File: src/rtl/period_meter.sv
// Measures the period and high time of a slow external signal in clk cycles.
// Results are held until the next completed measurement; aborts pulse timeout.
module period_meter #(
    parameter int CNT_W       = 22,
    parameter int TIMEOUT_CYC = 4194303,
    parameter bit CONTINUOUS  = 1'b0
) (
    input  logic             clk,
    input  logic             rst,
    input  logic             sig_in,
    input  logic             start,
    output logic             busy,
    output logic [CNT_W-1:0] period,
    output logic [CNT_W-1:0] high_time,
    output logic             valid,
    output logic             timeout
);

    typedef enum logic [1:0] {
        IDLE,
        ARM,
        MEASURE
    } state_t;

    localparam logic [CNT_W-1:0] LAST_CNT = CNT_W'(TIMEOUT_CYC - 1);
    localparam logic [CNT_W-1:0] ONE      = CNT_W'(1);

    state_t           state, state_nx;
    logic             s1, s2, s3;
    logic             rise;
    logic             at_last;
    logic [CNT_W-1:0] cnt, cnt_nx;
    logic [CNT_W-1:0] hi, hi_nx;
    logic [CNT_W-1:0] period_nx, high_nx;
    logic             valid_nx, timeout_nx;

    // Two-flop synchroniser followed by an edge-detect flop.
    // NOTE: sequential state uses non-blocking assignments so every flop
    // samples the pre-edge value of its neighbours, as real hardware does.
    always_ff @(posedge clk or negedge rst) begin
        if (!rst) begin
            s1 <= 1'b0;
            s2 <= 1'b0;
            s3 <= 1'b0;
        end else begin
            s1 <= sig_in;
            s2 <= s1;
            s3 <= s2;
        end
    end

    assign rise    = s2 & ~s3;
    assign at_last = (cnt == LAST_CNT);
    assign busy    = (state != IDLE);

    // NOTE: every output of this block gets a default first; a path that
    // leaves one unassigned would infer a latch.
    always_comb begin
        state_nx   = state;
        cnt_nx     = cnt;
        hi_nx      = hi;
        period_nx  = period;
        high_nx    = high_time;
        valid_nx   = 1'b0;
        timeout_nx = 1'b0;
        case (state)
            IDLE: begin
                if (start) begin
                    state_nx = ARM;
                    cnt_nx   = '0;
                    hi_nx    = '0;
                end
            end
            ARM: begin
                if (rise) begin
                    state_nx = MEASURE;
                    cnt_nx   = ONE;
                    hi_nx    = ONE;
                end else if (at_last) begin
                    timeout_nx = 1'b1;
                    state_nx   = CONTINUOUS ? ARM : IDLE;
                    cnt_nx     = '0;
                end else begin
                    cnt_nx = cnt + ONE;
                end
            end
            MEASURE: begin
                if (rise) begin
                    // The closing rise also opens the next period in continuous mode.
                    period_nx = cnt;
                    high_nx   = hi;
                    valid_nx  = 1'b1;
                    state_nx  = CONTINUOUS ? MEASURE : IDLE;
                    cnt_nx    = ONE;
                    hi_nx     = ONE;
                end else if (at_last) begin
                    timeout_nx = 1'b1;
                    state_nx   = CONTINUOUS ? ARM : IDLE;
                    cnt_nx     = '0;
                end else begin
                    cnt_nx = cnt + ONE;
                    hi_nx  = hi + CNT_W'(s2);
                end
            end
            default: state_nx = IDLE;
        endcase
    end

    always_ff @(posedge clk or negedge rst) begin
        if (!rst) begin
            state     <= IDLE;
            cnt       <= '0;
            hi        <= '0;
            period    <= '0;
            high_time <= '0;
            valid     <= 1'b0;
            timeout   <= 1'b0;
        end else begin
            state     <= state_nx;
            cnt       <= cnt_nx;
            hi        <= hi_nx;
            period    <= period_nx;
            high_time <= high_nx;
            valid     <= valid_nx;
            timeout   <= timeout_nx;
        end
    end

endmodule

File: config.mk
export PLATFORM = sky130hd
export DESIGN_NAME = period_meter
export DESIGN_NICKNAME = d
export VERILOG_FILES = /design/src/rtl/period_meter.sv
export SDC_FILE = /design/constraint.sdc
export NUM_CORES = 1
export LEC_CHECK = 0
export ABC_CLOCK_PERIOD_IN_PS = 5400
export BUFFER_PORTS_ARGS = -buffer_cell sky130_fd_sc_hd__buf_4
export CORE_AREA = 2 2 93 95
export CTS_BUF_LIST = sky130_fd_sc_hd__clkbuf_2 sky130_fd_sc_hd__clkbuf_4 sky130_fd_sc_hd__clkbuf_8
export CTS_CLUSTER_SIZE = 25
export DETAILED_ROUTE_END_ITERATION = 7
export DIE_AREA = 0 0 95 97
export PLACE_DENSITY = 0.74
export RECOVER_POWER = 25
export SLEW_MARGIN = 20
export SYNTH_ARGS = -nofsm -noshare
export SYNTH_HDL_FRONTEND = slang
export SYNTH_SLANG_ARGS = --single-unit
File: constraint.sdc
create_clock -name clk -period 5.4 [get_ports clk]
set_input_delay 0.54 -clock clk [delete_from_list [all_inputs] [get_ports clk]]
set_output_delay 0.54 -clock clk [all_outputs]
set_load 0.02 [all_outputs]
Word-level counts from Yosys, hierarchy flattened:

Cells that the tools add are included.

* $add $sub $neg: 2
* eq/ne operators: 6
* muxes and demuxes: 18
* bitwise operators: 2
* reduce and logical (&&, ||, !) cells: 8

Operators with widths (count)
* $mux W22: 6
* $pmux W22 S3: 1
* $pmux W22 S2: 1
* $add A22 B1 Y22: 1
* $add A22 B1 Y22 const B: 1
* $eq A22 B22 Y1 const B: 1
* $mux W2: 4
* $pmux W2 S3: 1
* $mux W1: 5
* $ne A2 B2 Y1 const B: 2
* $reduce_and A2 Y1: 2
* $reduce_and A4 Y1: 1
* $reduce_bool A2 Y1: 2
* $ne A3 B3 Y1 const B: 1
* $reduce_bool A3 Y1: 1
* $eq A2 B1 Y1 const B: 1
* $eq A2 B2 Y1 const B: 1
* $logic_not A2 Y1: 1
* $reduce_or A2 Y1: 1
* $and A1 B1 Y1: 1
* $not A1 Y1: 1

* register bits after elaboration: 95
* bits of input ports: 4
* word-level logic and storage cells: 46

Depth between registers and ports, before layout:

Gate-level depths: netlist (run 1).

* depth after elaboration: 4
* mapped depth: 9
* mapped depth without buffers: 7

Worst setup path before layout (run 1):

No wires, ideal clock.

* path type: register to register
* start: register state[0]
* end: register cnt[21]
* setup time: 0.077 ns
* arrival: 2.154 ns
* setup slack: 3.169 ns
* stages on the path, launching flop included: 8
* buffers on the path: 0
* clock period less this slack: 2.231 ns
* cell sequence: dfrtp_1 inv_1 ha_1 and2b_4 nor4_4 or4b_4 or3_1 a21oi_1

* longest elaborated chain between the ends: 4
* elaborated cells on any way between the ends: 8
* those cells by class: eq/ne (3); mux (1); reduce/logical (4)

Ends and longest elaborated chain
* start, declared: line 28 `state_t state, state_nx;`
* start signal, assigned: line 119 `state <= state_nx;`
* $eq A2 B2 Y1 / $eq A2 B1 Y1 (equally long branches): line 66 `case (state)`
* $reduce_or A2 Y1 (no line)
* $reduce_bool A2 Y1 (no line)
* $reduce_and A2 Y1 (no line)
* end signal, assigned: line 120 `cnt <= cnt_nx;`
* end, declared: line 32 `logic [CNT_W-1:0] cnt, cnt_nx;`

Parallel ways exist; a longest one is shown, timed or not.
A chain may end at the register's enable or synchronous reset.

Final worst setup path (run 1):

* start: register state[0]
* end: register hi[17]

* longest elaborated chain between the ends: 3
* elaborated cells on any way between the ends: 9
* those cells by class: eq/ne (5); mux (1); reduce/logical (3)

Ends and longest elaborated chain
* $eq A2 B2 Y1, or another cell as far along: line 66
* $ne A3 B3 Y1 (no line), or another cell as far along
* $reduce_and A4 Y1 (no line)
* end signal, assigned: line 121 `hi <= hi_nx;`
* end, declared: line 33 `logic [CNT_W-1:0] hi, hi_nx;`

Parallel ways exist; a longest one is shown, timed or not.

==> results of run 1 <==
-- synthesized netlist by cell type (6+ instances only) --
cell type / number / area share, %
nand4_1: 12 / 1.7
ha_1: 8 / 2.3
inv_1: 10 / 0.84
a21oi_1: 7 / 0.79
a31oi_1: 6 / 0.84
nor4_1: 9 / 1.3
mux2_2: 41 / 10
o21ai_0: 33 / 3.7
nor2_1: 27 / 2.3
dfrtp_1: 95 / 54
and3_1: 8 / 1.1
o31ai_1: 16 / 2.7
nand2_1: 33 / 2.8
clkbuf_1: 15 / 1.3
xor2_1: 10 / 2.0
nand3_1: 14 / 1.6
-- area by class of cell --
class,instances,area [µm²]
clock buffers,11,145.1
clock inverters,5,41.29
fillers,665,3065
inverters,10,37.54
multi-input cells,280,1952
flip-flops and latches,95,2377
well taps,105,131.4
repair buffers,52,384.1
-- path summary, 6_finish.rpt --
kind,slack [ns],startpoint,to
setup / recovery,2.38,state[0]$_DFFE_PN0N_,hi[17]$_DFFE_PN0P_
hold / removal,0.30,sig_in,s1$_DFF_PN0_
setup reg to reg,2.38,state[0]$_DFFE_PN0N_,hi[17]$_DFFE_PN0P_
hold reg to reg,0.36,s1$_DFF_PN0_,s2$_DFF_PN0_
max in group asynchronous,2.42,rst,high_time[16]$_DFFE_PN0P_
min in group asynchronous,0.76,rst,cnt[11]$_DFFE_PN0P_
-- registers in the layout, indices dropped and copies added (netlist names) --
name       cells
hi            22
cnt           22
period        22
valid          1
s1             1
high_time     22
s2             1
timeout        1
s3             1
state          2
-- power by group --
part / total [W] / internal [W] / switching [W]
clock network: 0.000448 / 0.000189 / 0.000260
registers: 0.000779 / 0.000748 / 0.0000313
logic: 0.000418 / 0.000140 / 0.000278
-- through the flow --
step	area, µm²	total power (W)	hold slack, ns	cells	worst slack [ns]
finish	5069	0.001646	0.2975	558	2.381
global route	5069	0.001730	0.2913	558	1.639
CTS	5070	0.001651	0.1461	558	2.413
detailed placement	4883	0.001206	0.3402	542	2.391
global placement	4883	0.001196	0.3320	542	2.552
floorplan	4443	0.001089	0.2444	404	3.169
-- kinds of logic after synthesis --
group / count (synthesis) / synth area share (%)
AOI/OAI and AO/OA: 80 / 11.63
xor gates and xnor gates: 15 / 2.957
adders and majority gates: 8 / 2.253
buffers and inverters: 29 / 2.731
DFF: 95 / 53.51
muxes: 41 / 10.39
and+or+nand+nor: 136 / 16.53
-- worst reg2reg max path: stages (launching register included) --
cell and delay [ns]:
dfrtp_1 0.44, inv_1 0.09, ha_1 0.38, nand3_1 0.57, or4_1 0.99, o41ai_1 0.45
-- routing by layer --
layer / track usage (%) / vias to the layer above / share of wire, %
met5: 0 / - / 0
met4: 6.689 / 0 / 1.3
met3: 4.206 / 8 / 5.1
met2: 31.04 / 92 / 45
met1: 31.81 / 1644 / 48
li1: - / 1558 / -
-- cells in the final DEF, fill, tap and decap left out, drive strengths merged, types with 8 or more instances in the layout --
| cell type | instances |
|---|---|
| clkbuf | 14 |
| nand4 | 12 |
| inv | 11 |
| xor2 | 10 |
| dfrtp | 95 |
| mux2 | 41 |
| nor2 | 27 |
| buf | 49 |
| ha | 8 |
| nand2 | 34 |
| o21ai | 33 |
| and3 | 9 |
| nor4 | 10 |
| o31ai | 16 |
| nand3 | 14 |
==> run summary, run 1 <==
CP Buf/Inv Count = 1
die area = 0.009215 mm²
Post-synth EDFFs = 0
Synth warnings = 0
die height = 97 µm
outcome = finished, violations left
CTS Root Cell = clkbuf_8
Worst-Skew Late Latency = 0.37 ns
crit path time final = 3.019 ns
Top FF cell, synth = dfrtp_1
CTS clock-pin slew for the worst setup and hold paths = 0.10 ns
Hold Crit Class = input port to flip-flop
Post-CTS Setup Bufs = 0
Max stage delay on crit path = 0.99 ns
worst-case clock buffer depth = 2
CTS Sinks = 95
number of library cell types mapped by synthesis = 53
# hold bufs at CTS = 0
worst slew margin relative to its limit = -39.90%
post-route ant nets = 0
Core Box Area = 0.008134 mm²
post-CTS sizing = 0
Worst VDD drop = 0.2423 mV
clock buffer count from CTS = 9
routed vias = 3302
TritonCTS clock tree = built
WHS Path Cells = 1
number of H-tree levels = 3
depth of the most critical reg-to-reg path = 5
total gr overflow = 0
Synth async-reset ratio = 100.0%
failing checks = capacitance limit, slew limit
IO Pins = 51
Initial Utilization = 54.62%
HPWL Detailed = 6009 µm
DRC = 0
RSZ-0062 raised after global routing = false
Setup Viol. Count Final = 0
Seq/Total Area, Yosys = 53.51%
WL final = 9040 µm
ant diodes = 0
total track usage = 21.21%
FF+latch count, synth = 95
syn_area_per_cell = 11.00 µm²
slowest cell on the critical path = or4_1
Syn Inst Count = 404
vias in the first global route = 3103
CP endpoint kind = flip-flop
Port Buf Inserts = 50
clk_skew = 0.01152 ns
Fin. Hold Viols = 0
Arrival @ worst endpoint = 3.28 ns
final worst-path cycle share = 55.92%
layout cells sized above 1 = 27.15%
fin util = 62.31%
Synth Net Count = 416
Total Nets Final = 460
element type at the critical path start = flip-flop
vias per cell = 5.918
worst-path fanout max = 21
crit-path leading delay family = simple AND/OR/NAND/NOR gates
antenna violations before repair = 0
synthesized cell area = 0.004443 mm²
Worst path depth = 5
crit-path cells = inv_1 -> ha_1 -> nand3_1 -> or4_1 -> o41ai_1
worst slew pin tran = 2.099 ns
Die X-Extent = 95 µm
Crit Path Category = flip-flop to flip-flop
drt wl/cell = 16.20 µm
Max Clk Rate = 331.2 MHz
PwrDens = 324.7 mW/mm²
Max Transition Viols Final = 41
setup_tns = 0 ns
FP Rows = 33
first-pass GRT wire length = 15570 µm
Leak Pwr = 2.389 nW
max cap viols = 1
Pre-antenna DRT Iters = 5
largest net degree at the start of global routing = 57
CP required = 5.66 ns
1st-iter DRT viols = 175
routability cong. = 0.9473
Area Overhead vs Synth = 14.08%
No activity file was read; power rests on OpenSTA's default activity.
==> run 2: changes to the inputs <==
- ABC_CLOCK_PERIOD_IN_PS: 5400 -> 2900
- clock period: 5.4 -> 2.9 ns (I/O delays scaled with it)
==> run summary, run 2 (synthesis gave the netlist of run 1 again) <==
element type at the critical path start = flip-flop (unchanged)
dpl ws = 0.3182 ns (was 2.391 ns)
non-filler cells, final = 565 (was 558)
Fin. Hold Viols = 0 (unchanged)
internal power = 0.002184 W (was 0.001077 W)
Area Overhead vs Synth = 15.40% (was 14.08%)
die area = 0.009215 mm² (unchanged)
combinational share of power = 24.8% (was 25.4%)
DRC = 0 (unchanged)
Crit Path Category = flip-flop to flip-flop (unchanged)
switching pwr = 0.001040 W (was 0.0005688 W)
Leak Pwr = 2.381 nW (was 2.389 nW)
CP required = 3.15 ns (was 5.66 ns)
Worst-Skew Late Latency = 0.36 ns (was 0.37 ns)
Initial Utilization = 54.62% (unchanged)
Arrival @ worst endpoint = 2.86 ns (was 3.28 ns)
Die X-Extent = 95 µm (unchanged)
outcome = completed (was finished, violations left)
worst slew pin tran = 1.039 ns (was 2.099 ns)
clk_skew = 0.007651 ns (was 0.01152 ns)
IO Pins = 51 (unchanged)
setup_tns = 0 ns (unchanged)
CTS clock-pin slew for the worst setup and hold paths = 0.09 ns (was 0.10 ns)
CP Buf/Inv Count = 1 (unchanged)
crit path time final = 2.609 ns (was 3.019 ns)
Port Buf Inserts = 50 (unchanged)
sw frac = 32.27% (was 34.56%)
highest-count cells in the layout ignoring fill and taps = 95 x dfrtp_1, 41 x mux2_2, 38 x buf_4, 33 x o21ai_0, 32 x nand2_1 (was 95 x dfrtp_1, 49 x buf_4, 41 x mux2_2, 33 x o21ai_0, 32 x nand2_1)
worst slew margin relative to its limit = 30.72% (was -39.90%)
Sequential Area = 0.002377 mm² (unchanged)
Worst VDD drop = 0.6429 mV (was 0.2423 mV)
CP endpoint kind = flip-flop (unchanged)
die height = 97 µm (unchanged)
final worst-path cycle share = 89.98% (was 55.92%)
Max stage delay on crit path = 0.89 ns (was 0.99 ns)
first-pass GRT wire length = 15340 µm (was 15570 µm)
Hold Crit Class = input port to flip-flop (unchanged)
Total Nets Final = 467 (was 460)
vias per cell = 5.867 (was 5.918)
FP Rows = 33 (unchanged)
register-to-register setup slack = 0.29 ns (was 2.38 ns)
largest net degree at the start of global routing = 56 (was 57)
routability cong. = 0.8652 (was 0.9473)
final setup margin = 0.2906 ns (was 2.381 ns)
1st-iter DRT viols = 216 (was 175)
Pre-antenna DRT Iters = 4 (was 5)
number of H-tree levels = 3 (unchanged)
WL final = 9109 µm (was 9040 µm)
Max Clk Rate = 383.2 MHz (was 331.2 MHz)
TritonCTS clock tree = built (unchanged)
CTS Sinks = 95 (unchanged)
total track usage = 21.07% (was 21.21%)
commonest non-fill, non-tap cell in the layout = dfrtp_1 (unchanged)
multi-input logic area = 0.001947 mm² (was 0.001952 mm²)
drt wl/cell = 16.12 µm (was 16.20 µm)
slowest cell on the critical path = or4_1 (unchanged)
PwrDens = 628.8 mW/mm² (was 324.7 mW/mm²)
clock buffer count from CTS = 9 (unchanged)
crit-path cells = inv_1 -> ha_1 -> and3_1 -> nand4_1 -> nor2_1 -> or4_1 -> o41ai_1 (was inv_1 -> ha_1 -> nand3_1 -> or4_1 -> o41ai_1)
total gr overflow = 0 (unchanged)
Setup Viol. Count Final = 0 (unchanged)
Post-Place Cells = 548 (was 542)
crit-path leading delay family = simple AND/OR/NAND/NOR gates (unchanged)
RSZ-0062 raised after global routing = false (unchanged)
Core Box Area = 0.008134 mm² (unchanged)
Max Transition Viols Final = 0 (was 41)
Sequential Power Share = 45.1% (was 47.4%)
post-CTS sizing = 0 (unchanged)
antenna violations before repair = 0 (unchanged)
vias in the first global route = 3173 (was 3103)
layout cells sized above 1 = 24.78% (was 27.15%)
worst-case clock buffer depth = 2 (unchanged)
CTS Root Cell = clkbuf_8 (unchanged)
HPWL Detailed = 6238 µm (was 6009 µm)
Post-CTS Setup Bufs = 0 (unchanged)
max cap viols = 0 (was 1)
routed vias = 3315 (was 3302)
post-route ant nets = 0 (unchanged)
ant diodes = 0 (unchanged)
Fillers = 669 (was 665)
Clk pwr share = 30.1% (was 27.2%)
# hold bufs at CTS = 1 (was 0)
worst-path fanout max = 20 (was 21)
run 2: layout make-up:
class                           instances  area share, %
Sequential cell                        95          46.36
Multi-Input combinational cell        280          37.97
Timing Repair Buffer                   59          7.955
Clock buffer                           11          2.831
Tap cell                              105          2.562
Clock inverter                          5          1.586
Inverter                               10         0.7321
run 2: path summary, 6_finish.rpt:
kind                                          from                      to  cells after the start
worst max register to register  cnt[0]$_DFFE_PN0P_      hi[17]$_DFFE_PN0P_                      7
worst min-delay path                        sig_in            s1$_DFF_PN0_                      1
max in group asynchronous                      rst      hi[21]$_DFFE_PN0P_                      3
worst min register to register        s1$_DFF_PN0_            s2$_DFF_PN0_                      0
min in group asynchronous                      rst  period[11]$_DFFE_PN0P_                      2
worst max-delay path            cnt[0]$_DFFE_PN0P_      hi[17]$_DFFE_PN0P_                      7
run 2: per-layer routing:
metal	routed length (µm)	part of all wire (%)	track usage [%]	vias to the layer above
met4	159	1.7	7.692	0
met1	4446	49	31.65	1630
met2	4130	45	30.22	91
met3	372	4.1	4.283	15
met5	0	0	0	-
li1	-	-	-	1579
run 2: metrics by stage:
stage | cell area, µm² | hold WS [ns] | util (%) | total power, W
after detailed placement | 4954 | 0.3095 | 60.90 | 0.002279
after global placement | 4954 | 0.3028 | 60.90 | 0.002251
after global routing | 5127 | 0.03944 | 63.04 | 0.003386
after CTS | 5190 | 0.01847 | 63.81 | 0.003254
final | 5127 | 0.05192 | 63.04 | 0.003224
after floorplan | 4443 | -0.005591 | - | 0.002028
run 2: power by group through the flow:
stage	Clock [W]	Combinational (W)	Sequential, W
2_1_floorplan	0	0.000516	0.00151
3_3_place_gp	0	0.000779	0.00147
3_5_place_dp	0	0.000800	0.00148
4_1_cts	0.000993	0.000808	0.00145
5_1_grt	0.00104	0.000879	0.00146
6_report	0.000970	0.000800	0.00145
run 2: worst reg2reg max path, cell delays in order, from the launching register on:
cell and delay, ns:
dfrtp_1 0.43, inv_1 0.10, ha_1 0.19, and3_1 0.19, nand4_1 0.13, nor2_1 0.12
or4_1 0.89, o41ai_1 0.46
